File: config.mk
export PLATFORM = sky130hd
export DESIGN_NAME = demux1to2_buf
export DESIGN_NICKNAME = d
export VERILOG_FILES = /design/src/rtl/demux1to2_buf.sv
export SDC_FILE = /design/constraint.sdc
export NUM_CORES = 1
export LEC_CHECK = 0
export CAP_MARGIN = 20
export CORE_ASPECT_RATIO = 1.4
export CORE_MARGIN = 1.5
export CORE_UTILIZATION = 25
export DETAILED_ROUTE_END_ITERATION = 10
export SLEW_MARGIN = 5
export SYNTH_ARGS = -nofsm -noshare
export SYNTH_HDL_FRONTEND = slang
export SYNTH_SLANG_ARGS = --single-unit
export TNS_END_PERCENT = 20
File: constraint.sdc
create_clock -name clk -period 5.9 [get_ports clk]
set_input_delay 1.475 -clock clk [delete_from_list [all_inputs] [get_ports clk]]
set_output_delay 1.475 -clock clk [all_outputs]
set_load 0.03 [all_outputs]
File: src/rtl/demux1to2_buf.sv
// Buffered 1-to-2 demultiplexer: one valid/ready input stream steered by s into
// two independent DEPTH-entry FIFOs, so a stalled consumer never blocks the other side.
module demux1to2_buf #(
  parameter int WIDTH = 32,
  parameter int DEPTH = 2,
  localparam int CW = $clog2(DEPTH + 1)
) (
  input  logic             clk,
  input  logic             resetn,
  input  logic             flush,
  input  logic             in_valid,
  output logic             in_ready,
  input  logic [WIDTH-1:0] in_data,
  input  logic             s,
  output logic             a_valid,
  input  logic             a_ready,
  output logic [WIDTH-1:0] a_data,
  output logic [CW-1:0]    a_count,
  output logic             b_valid,
  input  logic             b_ready,
  output logic [WIDTH-1:0] b_data,
  output logic [CW-1:0]    b_count
);

  localparam int AW = $clog2(DEPTH);

  logic [WIDTH-1:0] mem_a [DEPTH];
  logic [WIDTH-1:0] mem_b [DEPTH];
  logic [AW-1:0]    wr_a, rd_a, wr_b, rd_b;
  logic [CW-1:0]    cnt_a, cnt_b;
  logic             full_a, full_b;
  logic             push_a, push_b, pop_a, pop_b;

  assign full_a = (cnt_a == CW'(DEPTH));
  assign full_b = (cnt_b == CW'(DEPTH));

  // Readiness looks only at the selected FIFO's fill level, never at the consumer.
  assign in_ready = ~flush & (s ? ~full_b : ~full_a);

  assign push_a = in_valid & in_ready & ~s;
  assign push_b = in_valid & in_ready & s;

  assign a_valid = (cnt_a != '0);
  assign b_valid = (cnt_b != '0);
  assign pop_a   = a_valid & a_ready;
  assign pop_b   = b_valid & b_ready;

  assign a_data  = a_valid ? mem_a[rd_a] : '0;
  assign b_data  = b_valid ? mem_b[rd_b] : '0;
  assign a_count = cnt_a;
  assign b_count = cnt_b;

  always_ff @(posedge clk) begin
    if (push_a) mem_a[wr_a] <= in_data;
    if (push_b) mem_b[wr_b] <= in_data;
  end

  always_ff @(posedge clk or negedge resetn) begin
    if (!resetn) begin
      wr_a  <= '0;
      rd_a  <= '0;
      cnt_a <= '0;
    end else if (flush) begin
      wr_a  <= '0;
      rd_a  <= '0;
      cnt_a <= '0;
    end else begin
      if (push_a) wr_a <= wr_a + 1'b1;
      if (pop_a)  rd_a <= rd_a + 1'b1;
      case ({push_a, pop_a})
        2'b10:   cnt_a <= cnt_a + 1'b1;
        2'b01:   cnt_a <= cnt_a - 1'b1;
        default: cnt_a <= cnt_a;
      endcase
    end
  end

  always_ff @(posedge clk or negedge resetn) begin
    if (!resetn) begin
      wr_b  <= '0;
      rd_b  <= '0;
      cnt_b <= '0;
    end else if (flush) begin
      wr_b  <= '0;
      rd_b  <= '0;
      cnt_b <= '0;
    end else begin
      if (push_b) wr_b <= wr_b + 1'b1;
      if (pop_b)  rd_b <= rd_b + 1'b1;
      case ({push_b, pop_b})
        2'b10:   cnt_b <= cnt_b + 1'b1;
        2'b01:   cnt_b <= cnt_b - 1'b1;
        default: cnt_b <= cnt_b;
      endcase
    end
  end

endmodule

==> run_results.csv, run 1 <==
group,metric,value,unit
grt,grt_pass1_vias,3135,
power,p_total,2.39,mW
grt,grt_use_total,0.104,
power,ir_drop,0.134,mV
routing,drc,0,
final_layout,mostFrequentLayoutCell,"edfxtp_1",
worst_setup_path,path_delay_family,"buffers and inverters",
floorplanning,initial_core_util,0.253,
floorplanning,fp.dieW,126,um
sta,slew_viol_final,0,
sta,fin_crit_sh,0.791,
synth,ys_seq_elements,136,
grt,grt_max_degree,35,
clock_network,clock-sinks,136,
routing,first_iter_violations,153,
worst_setup_path,start_kind,"input pin",
worst_setup_path,cp_num_buf_inv,2,
floorplanning,die_h,176,um
sta,max_freq,214,MHz
clock_network,root_buffer,"clkbuf_16",
synth,syn_inst,329,
final_layout,final_cell_mix,"edfxtp_1 (128), clkdlybuf4s50_1 (109), nor2_1 (66)",
synth,ys_warn_count,0,
place,portBuffers,109,
worst_setup_path,worst-setup-path-type,"in -> out",
worst_setup_path,cp-end-kind,"primary output",
worst_setup_path,max_stage_delay,0.71,ns
clock_network,clkLatencyLatePin,0.40,ns
synth,synth.distinct_cells,30,
routing,dr.pass1.iters,4,
sta,timing.final.ws_setup,1.23,ns
final_layout,drive_above_1_share,0.100,
grt,antenna_found_initial,1,
sta,post-route-min-period,4.67,ns
worst_hold_path,hold_path.class,"reg -> reg",
clock_network,cts_buffer_depth,2,
sta,setup_viol,0,
grt,grt_pass1_wl,17400,um
final_layout,nNetsFinal,485,
worst_setup_path,required,4.43,ns
worst_setup_path,crit_fanout,12,
clock_network,cts-buffers-inserted,17,
worst_setup_path,arrival,3.19,ns
synth,synthFlopType,"edfxtp_1",
floorplanning,rows,63,
floorplanning,io_pins,110,
routing,vias,3019,
place,hpwlAfterDp,7280,um
clock_network,htreeDepth,4,
sta,rsz0062_at_grt,"no",
place,gp_congestion,0.759,
worst_setup_path,path_cells,"clkdlybuf4s50_1, nor2b_1, a211oi_1, clkdlybuf4s50_1",
place,pre_cts_ws,1.21,ns
routing,antenna_left,0,
sta,fin_skew,0.00603,ns
final_layout,syn_to_final_growth,38.0,%
routing,totalWireLength,11300,um
power,leakage,2.36,nW
sta,worstMarginPinSlew,1.09,ns
floorplanning,coreArea,21000,um2
synth,yosysSeqAreaShare,0.759,
power,cellPowerDensity,325,nW/um2
routing,wire_per_inst,15.7,um
synth,synthArstFlopShare,0.0588,
clock_network,postCtsSetupRepairBufs,0,
floorplanning,die_area,22200,um2
synth,synth_edf_count,128,
worst_setup_path,slowest_stage,"clkdlybuf4s50_1",
sta,hold_ws,0.621,ns
routing,vias_per_cell,4.19,
outcome,status,"completed",
sta,slew_headroom,0.272,
synth,avgSynthCellArea,16.2,um2
sta,final-hold-violation-count,0,
run,timing.max_cap.violations,0,
synth,syn_nets,368,
synth,syn_area,5330,um2
clock_network,ctsResizeCount,0,
clock_network,hold_buffers,0,
grt,overflow,0,
clock_network,cts_tree,"yes",
clock_network,clk_pin_slew,0.06,ns
sta,setup_tns,0,ns
worst_setup_path,crit_top_cell,"clkdlybuf4s50_1",
==> power by group <==
part           leakage (nW)  total (mW)  internal [mW]  switching [mW]
Combinational         0.796       0.222         0.0993           0.122
Sequential             1.27        1.10           1.08          0.0241
Clock                 0.291        1.06          0.666           0.396
Total                  2.36        2.39           1.84           0.542
==> synthesized netlist by cell type (2+ instances only) <==
library cell,number,area [um2]
xor2_1,2,17.5
or3_1,2,12.5
o21ai_0,5,25.0
nand3b_1,3,22.5
dfrtp_1,8,200
a31oi_1,2,12.5
and2_1,2,12.5
nor4bb_1,2,20.0
buf_4,6,45.0
nand2_1,3,11.3
buf_2,9,45.0
mux2i_1,64,641
edfxtp_1,128,3840
nor2b_1,2,12.5
a21oi_1,4,20.0
nor2_1,70,263
nand2b_1,2,12.5
inv_1,3,11.3
==> metal layers <==
layer | wire length, um | vias up | global-route usage
met3 | 432 | 7 | 0.0323
met4 | 157 | 0 | 0.0388
li1 | - | 1453 | -
met2 | 6060 | 70 | 0.186
met5 | 0 | - | 0
met1 | 4640 | 1489 | 0.114
==> cell families after synthesis <==
| logic type | after synthesis | synth area share |
|---|---|---|
| xor+xnor | 2 | 0.00329 |
| buf+inv | 19 | 0.0211 |
| mux | 64 | 0.120 |
| compound gates | 16 | 0.0174 |
| simple gates | 92 | 0.0785 |
| flops | 136 | 0.759 |
==> final cells by class <==
type | instances | area [um2]
fill | 2019 | 13700
sequential | 136 | 4050
multi-input combinational | 174 | 1210
timing repair buffer | 114 | 1150
clock buffer | 17 | 425
tap | 260 | 325
clock inverter | 15 | 176
inverter | 3 | 11.3
antenna | 1 | 2.50
==> worst paths after layout <==
kind | from | end | slack, ns | cells past startpoint
max | s | in_ready | 1.23 | 4
min | wr_a | wr_a | 0.62 | 2
max reg2reg | b_count[1] | mem_b[1][25] | 3.54 | 3
min reg2reg | wr_a | wr_a | 0.62 | 2
max in group asynchronous | resetn | rd_a | 4.24 | 1
min in group asynchronous | resetn | b_count[1] | 1.36 | 1
==> worst min-delay path, delay by kind of cell (launching register included) <==
kind	cells	cell delay (ns)
DFF	1	0.41
AOI/OAI and AO/OA	2	0.16
==> per-stage QoR <==
stage,instances,instance area [um2],util
finish,720,7350,0.349
global route,719,7340,0.349
CTS,718,7320,0.348
detailed placement,686,6720,0.319
global placement,686,6720,0.319
floorplan,329,5330,-
==> state kept, by name (all words and copies together) (netlist names) <==
signal / cells
rd_b: 1
rd_a: 1
b_count: 2
mem_b: 64
wr_b: 1
mem_a: 64
a_count: 2
wr_a: 1
No activity file was read; power rests on OpenSTA's default activity.
==> inputs of run 2 (changes only) <==
Clock period 5.9 ns to 4 ns, I/O delays scaled along.
==> run_results.csv, run 2 (synthesis gave the netlist of run 1 again) <==
group,metric,value,unit
sta,fin_skew,0.00814,ns
routing,vias,3052,
grt,overflow,0,
grt,grt_pass1_wl,18100,um
worst_setup_path,start_kind,"input pin",
worst_setup_path,worst-setup-path-type,"in -> out",
power,leakage,2.40,nW
sta,max_freq,282,MHz
final_layout,drive_above_1_share,0.111,
clock_network,clk_pin_slew,0.05,ns
place,dpl-instance-area,6820,um2
sta,rsz0062_at_grt,"no",
final_layout,nNetsFinal,494,
sta,slew_viol_final,0,
worst_setup_path,cp-end-kind,"primary output",
clock_network,cts-buffers-inserted,17,
worst_setup_path,max_stage_delay,0.70,ns
routing,dr.pass1.iters,4,
floorplanning,rows,63,
worst_hold_path,hold_path.class,"reg -> reg",
worst_setup_path,slowest_stage,"clkdlybuf4s50_1",
sta,post-route-min-period,3.54,ns
floorplanning,die_area,22200,um2
clock_network,hold_buffers,0,
sta,final-hold-violation-count,0,
final_layout,fin_util,0.353,
place,portBuffers,109,
run,timing.max_cap.violations,0,
worst_setup_path,arrival,2.54,ns
grt,grt_pass1_vias,3312,
sta,setup_viol,0,
place,pre_cts_ws,0.444,ns
routing,wire_per_inst,16.0,um
grt,antenna_found_initial,2,
power,ir_drop,0.254,mV
clock_network,clock-sinks,136,
clock_network,postCtsSetupRepairBufs,0,
sta,fin_crit_sh,0.886,
clock_network,htreeDepth,4,
routing,first_iter_violations,113,
worst_setup_path,crit_fanout,6,
place,gp_congestion,0.706,
final_layout,top_regs,"mem_a x64, mem_b x64",
sta,worstMarginPinSlew,0.579,ns
grt,grt_use_total,0.111,
sta,slew_headroom,0.614,
clock_network,clkLatencyLatePin,0.41,ns
floorplanning,initial_core_util,0.253,
clock_network,cts_buffer_depth,2,
routing,antenna_left,0,
worst_setup_path,path_cells,"clkdlybuf4s50_1, nor2b_1, a211oi_1, clkdlybuf4s50_1",
final_layout,final_cell_mix,"edfxtp_1 (128), clkdlybuf4s50_1 (109), nor2_1 (66)",
outcome,status,"completed",
grt,grt_max_degree,21,
sta,setup_tns,0,ns
routing,totalWireLength,11600,um
floorplanning,fp.dieW,126,um
final_layout,mostFrequentLayoutCell,"edfxtp_1",
final_layout,fin_area,7430,um2
worst_setup_path,cp_num_buf_inv,2,
worst_setup_path,path_delay_family,"buffers and inverters",
floorplanning,io_pins,110,
floorplanning,die_h,176,um
floorplanning,coreArea,21000,um2
routing,drc,0,
clock_network,root_buffer,"clkbuf_16",
final_layout,n_antenna_cell,0,
sta,timing.final.ws_setup,0.456,ns
clock_network,ctsResizeCount,0,
routing,vias_per_cell,4.19,
power,cellPowerDensity,480,nW/um2
final_layout,syn_to_final_growth,39.6,%
worst_setup_path,required,3.00,ns
clock_network,cts_tree,"yes",
worst_setup_path,crit_top_cell,"clkdlybuf4s50_1",
place,hpwlAfterDp,7840,um
-- run 2: cell types whose count changed in the layout (fill, tap and decap cells not counted), sizes merged --
cell and delta:
diode -1, inv -2, bufinv +1, clkinv -2, clkinvlp +1, buf +9, clkbuf +2
-- run 2: path summary, 6_finish.rpt --
path	from	end	slack, ns	cells after the start
setup / recovery	s	in_ready	0.46	4
hold / removal	wr_a	wr_a	0.61	2
setup reg to reg	b_count[1]	mem_b[0][18]	2.09	4
hold reg to reg	wr_a	wr_a	0.61	2
max in group asynchronous	resetn	rd_b	2.81	1
min in group asynchronous	resetn	b_count[0]	0.88	1
-- run 2: layer usage --
layer  wire, um  global-route usage  part of all wire
met4        253              0.0589             0.022
met2       6200               0.199              0.53
met1       4610               0.115              0.40
met3        528              0.0344             0.045
met5         31                   0            0.0027
-- run 2: stage by stage --
stage	hold WS [ns]	power [mW]	instances
6_report	0.615	3.57	728
5_1_grt	0.641	3.69	728
4_1_cts	0.622	3.62	728
3_5_place_dp	0.599	2.00	696
3_3_place_gp	0.574	1.99	696
2_1_floorplan	0.532	1.83	329
-- run 2: layout make-up --
type,instances,area (um2)
clock buffer,19,433
clock inverter,13,178
multi-input combinational,174,1220
fill,2013,13600
inverter,3,11.3
timing repair buffer,123,1220
tap,260,325
sequential,136,4050
-- run 2: power by group --
part | switching, mW | total, mW | leakage [nW] | internal [mW]
logic | 0.196 | 0.348 | 0.842 | 0.152
clock network | 0.568 | 1.61 | 0.288 | 1.04
registers | 0.0243 | 1.62 | 1.27 | 1.59
-- run 2: tightest hold or removal path: stages, from the launching register on --
cell and delay (ns):
dfrtp_1 0.41, o21ai_0 0.09, a21oi_1 0.07
==> inputs of run 3 (changes only) <==
Settings changed: CORE_MARGIN 1.5 to 2.
==> run_results.csv, run 3 (synthesis gave the netlist of run 1 again) <==
group,metric,value,unit
outcome,status,"completed",
place,hpwlAfterDp,7810,um
sta,fin_skew,0.00614,ns
power,clock_power_share,0.422,
clock_network,htreeDepth,4,
clock_network,postCtsSetupRepairBufs,0,
final_layout,nNetsFinal,494,
clock_network,clock-sinks,136,
power,seqPwrFrac,0.476,
final_layout,syn_to_final_growth,38.6,%
routing,totalWireLength,11500,um
routing,drc,0,
clock_network,cts_buffer_depth,2,
worst_setup_path,cp-end-kind,"primary output",
grt,overflow,0,
floorplanning,die_h,177,um
place,portBuffers,109,
worst_hold_path,hold_path.class,"reg -> reg",
power,p_switching,0.799,mW
place,gp_congestion,0.702,
sta,post-route-min-period,3.47,ns
grt,grt_pass1_vias,3406,
power,swShare,0.235,
power,cell_internal_pwr,2.60,mW
worst_setup_path,worst-setup-path-type,"in -> out",
routing,vias,3067,
sta,fin_crit_sh,0.868,
sta,setup_tns,0,ns
routing,wire_per_inst,15.8,um
sta,slew_headroom,0.646,
power,cellPowerDensity,460,nW/um2
routing,dr.pass1.iters,4,
place,pre_cts_ws,0.523,ns
floorplanning,coreArea,21000,um2
clock_network,hold_buffers,0,
clock_network,root_buffer,"clkbuf_16",
worst_setup_path,crit_top_cell,"clkdlybuf4s50_1",
worst_setup_path,max_stage_delay,0.70,ns
sta,setup_viol,0,
grt,antenna_found_initial,2,
worst_setup_path,start_kind,"input pin",
worst_setup_path,path_delay_family,"buffers and inverters",
routing,vias_per_cell,4.21,
floorplanning,initial_core_util,0.253,
sta,worstMarginPinSlew,0.532,ns
worst_setup_path,ff2ff_path_depth,4,
final_layout,mostFrequentLayoutCell,"edfxtp_1",
clock_network,ctsResizeCount,0,
power,combPwrFrac,0.102,
final_layout,top_regs,"mem_a x64, mem_b x64",
grt,grt_pass1_wl,18200,um
worst_setup_path,cp.depth,4,
worst_setup_path,slowest_stage,"clkdlybuf4s50_1",
power,leakage,2.37,nW
power,ir_drop,0.317,mV
routing,antenna_left,0,
floorplanning,fp.dieW,127,um
sta,rsz0062_at_grt,"no",
sta,timing.final.ws_setup,0.526,ns
floorplanning,io_pins,110,
power,p_total,3.40,mW
final_layout,n_fill_cell,1999,
final_layout,multiInputGateArea,1220,um2
clock_network,clk_pin_slew,0.06,ns
clock_network,cts-buffers-inserted,17,
worst_setup_path,cp_num_buf_inv,2,
clock_network,clkLatencyLatePin,0.40,ns
floorplanning,rows,63,
final_layout,final_cell_mix,"edfxtp_1 (128), clkdlybuf4s50_1 (109), nor2_1 (66)",
final_layout,regArea,4050,um2
routing,first_iter_violations,93,
final_layout,fin_area,7380,um2
grt,grt_max_degree,35,
worst_hold_path,hold_depth,2,
sta,slew_viol_final,0,
worst_setup_path,crit_fanout,3,
worst_setup_path,path_cells,"clkdlybuf4s50_1, nor2b_1, a211oi_1, clkdlybuf4s50_1",
final_layout,drive_above_1_share,0.115,
sta,max_freq,288,MHz
clock_network,cts_tree,"yes",
run,timing.max_cap.violations,0,
worst_setup_path,arrival,2.47,ns
sta,final-hold-violation-count,0,
floorplanning,die_area,22500,um2
worst_setup_path,required,3.00,ns
place,dpl-instance-area,6820,um2
grt,grt_use_total,0.108,
run 3: path summary, 6_finish.rpt:
kind / startpoint / endpoint / slack, ns
worst min register to register: wr_a / wr_a / 0.63
worst max register to register: b_count[1] / mem_b[1][12] / 2.08
min in group asynchronous: resetn / b_count[0] / 0.87
worst min-delay path: wr_a / wr_a / 0.63
max in group asynchronous: resetn / rd_a / 2.84
worst max-delay path: s / in_ready / 0.53
run 3: area by class of cell:
| cell class | instances | share of cell area |
|---|---|---|
| multi-input cells | 174 | 0.165 |
| diodes | 1 | 0.000339 |
| flip-flops and latches | 136 | 0.548 |
| inverters | 3 | 0.00153 |
| repair buffers | 123 | 0.166 |
| clock buffers | 17 | 0.0577 |
| clock inverters | 15 | 0.0171 |
| well taps | 260 | 0.0441 |
run 3: worst min-delay path, stage by stage, from the launching register on:
cell	delay, ns
dfrtp_1	0.42
o21ai_0	0.11
a21oi_1	0.07
run 3: power by group through the flow:
stage	registers (mW)	logic, mW	clock network, mW
after floorplan	1.64	0.192	0
after global placement	1.64	0.350	0
after detailed placement	1.65	0.355	0
after CTS	1.62	0.356	1.48
after global routing	1.62	0.374	1.53
final	1.62	0.348	1.43
run 3: stage by stage:
stage	hold slack, ns	cells	util
floorplan	0.532	329	-
global placement	0.579	696	0.324
detailed placement	0.605	696	0.324
CTS	0.619	728	0.350
global route	0.685	728	0.350
finish	0.634	729	0.351
run 3: metal layers:
metal,track usage,wire length [um]
met1,0.119,4570
met2,0.193,6240
met3,0.0342,526
met4,0.0421,156
met5,0,16
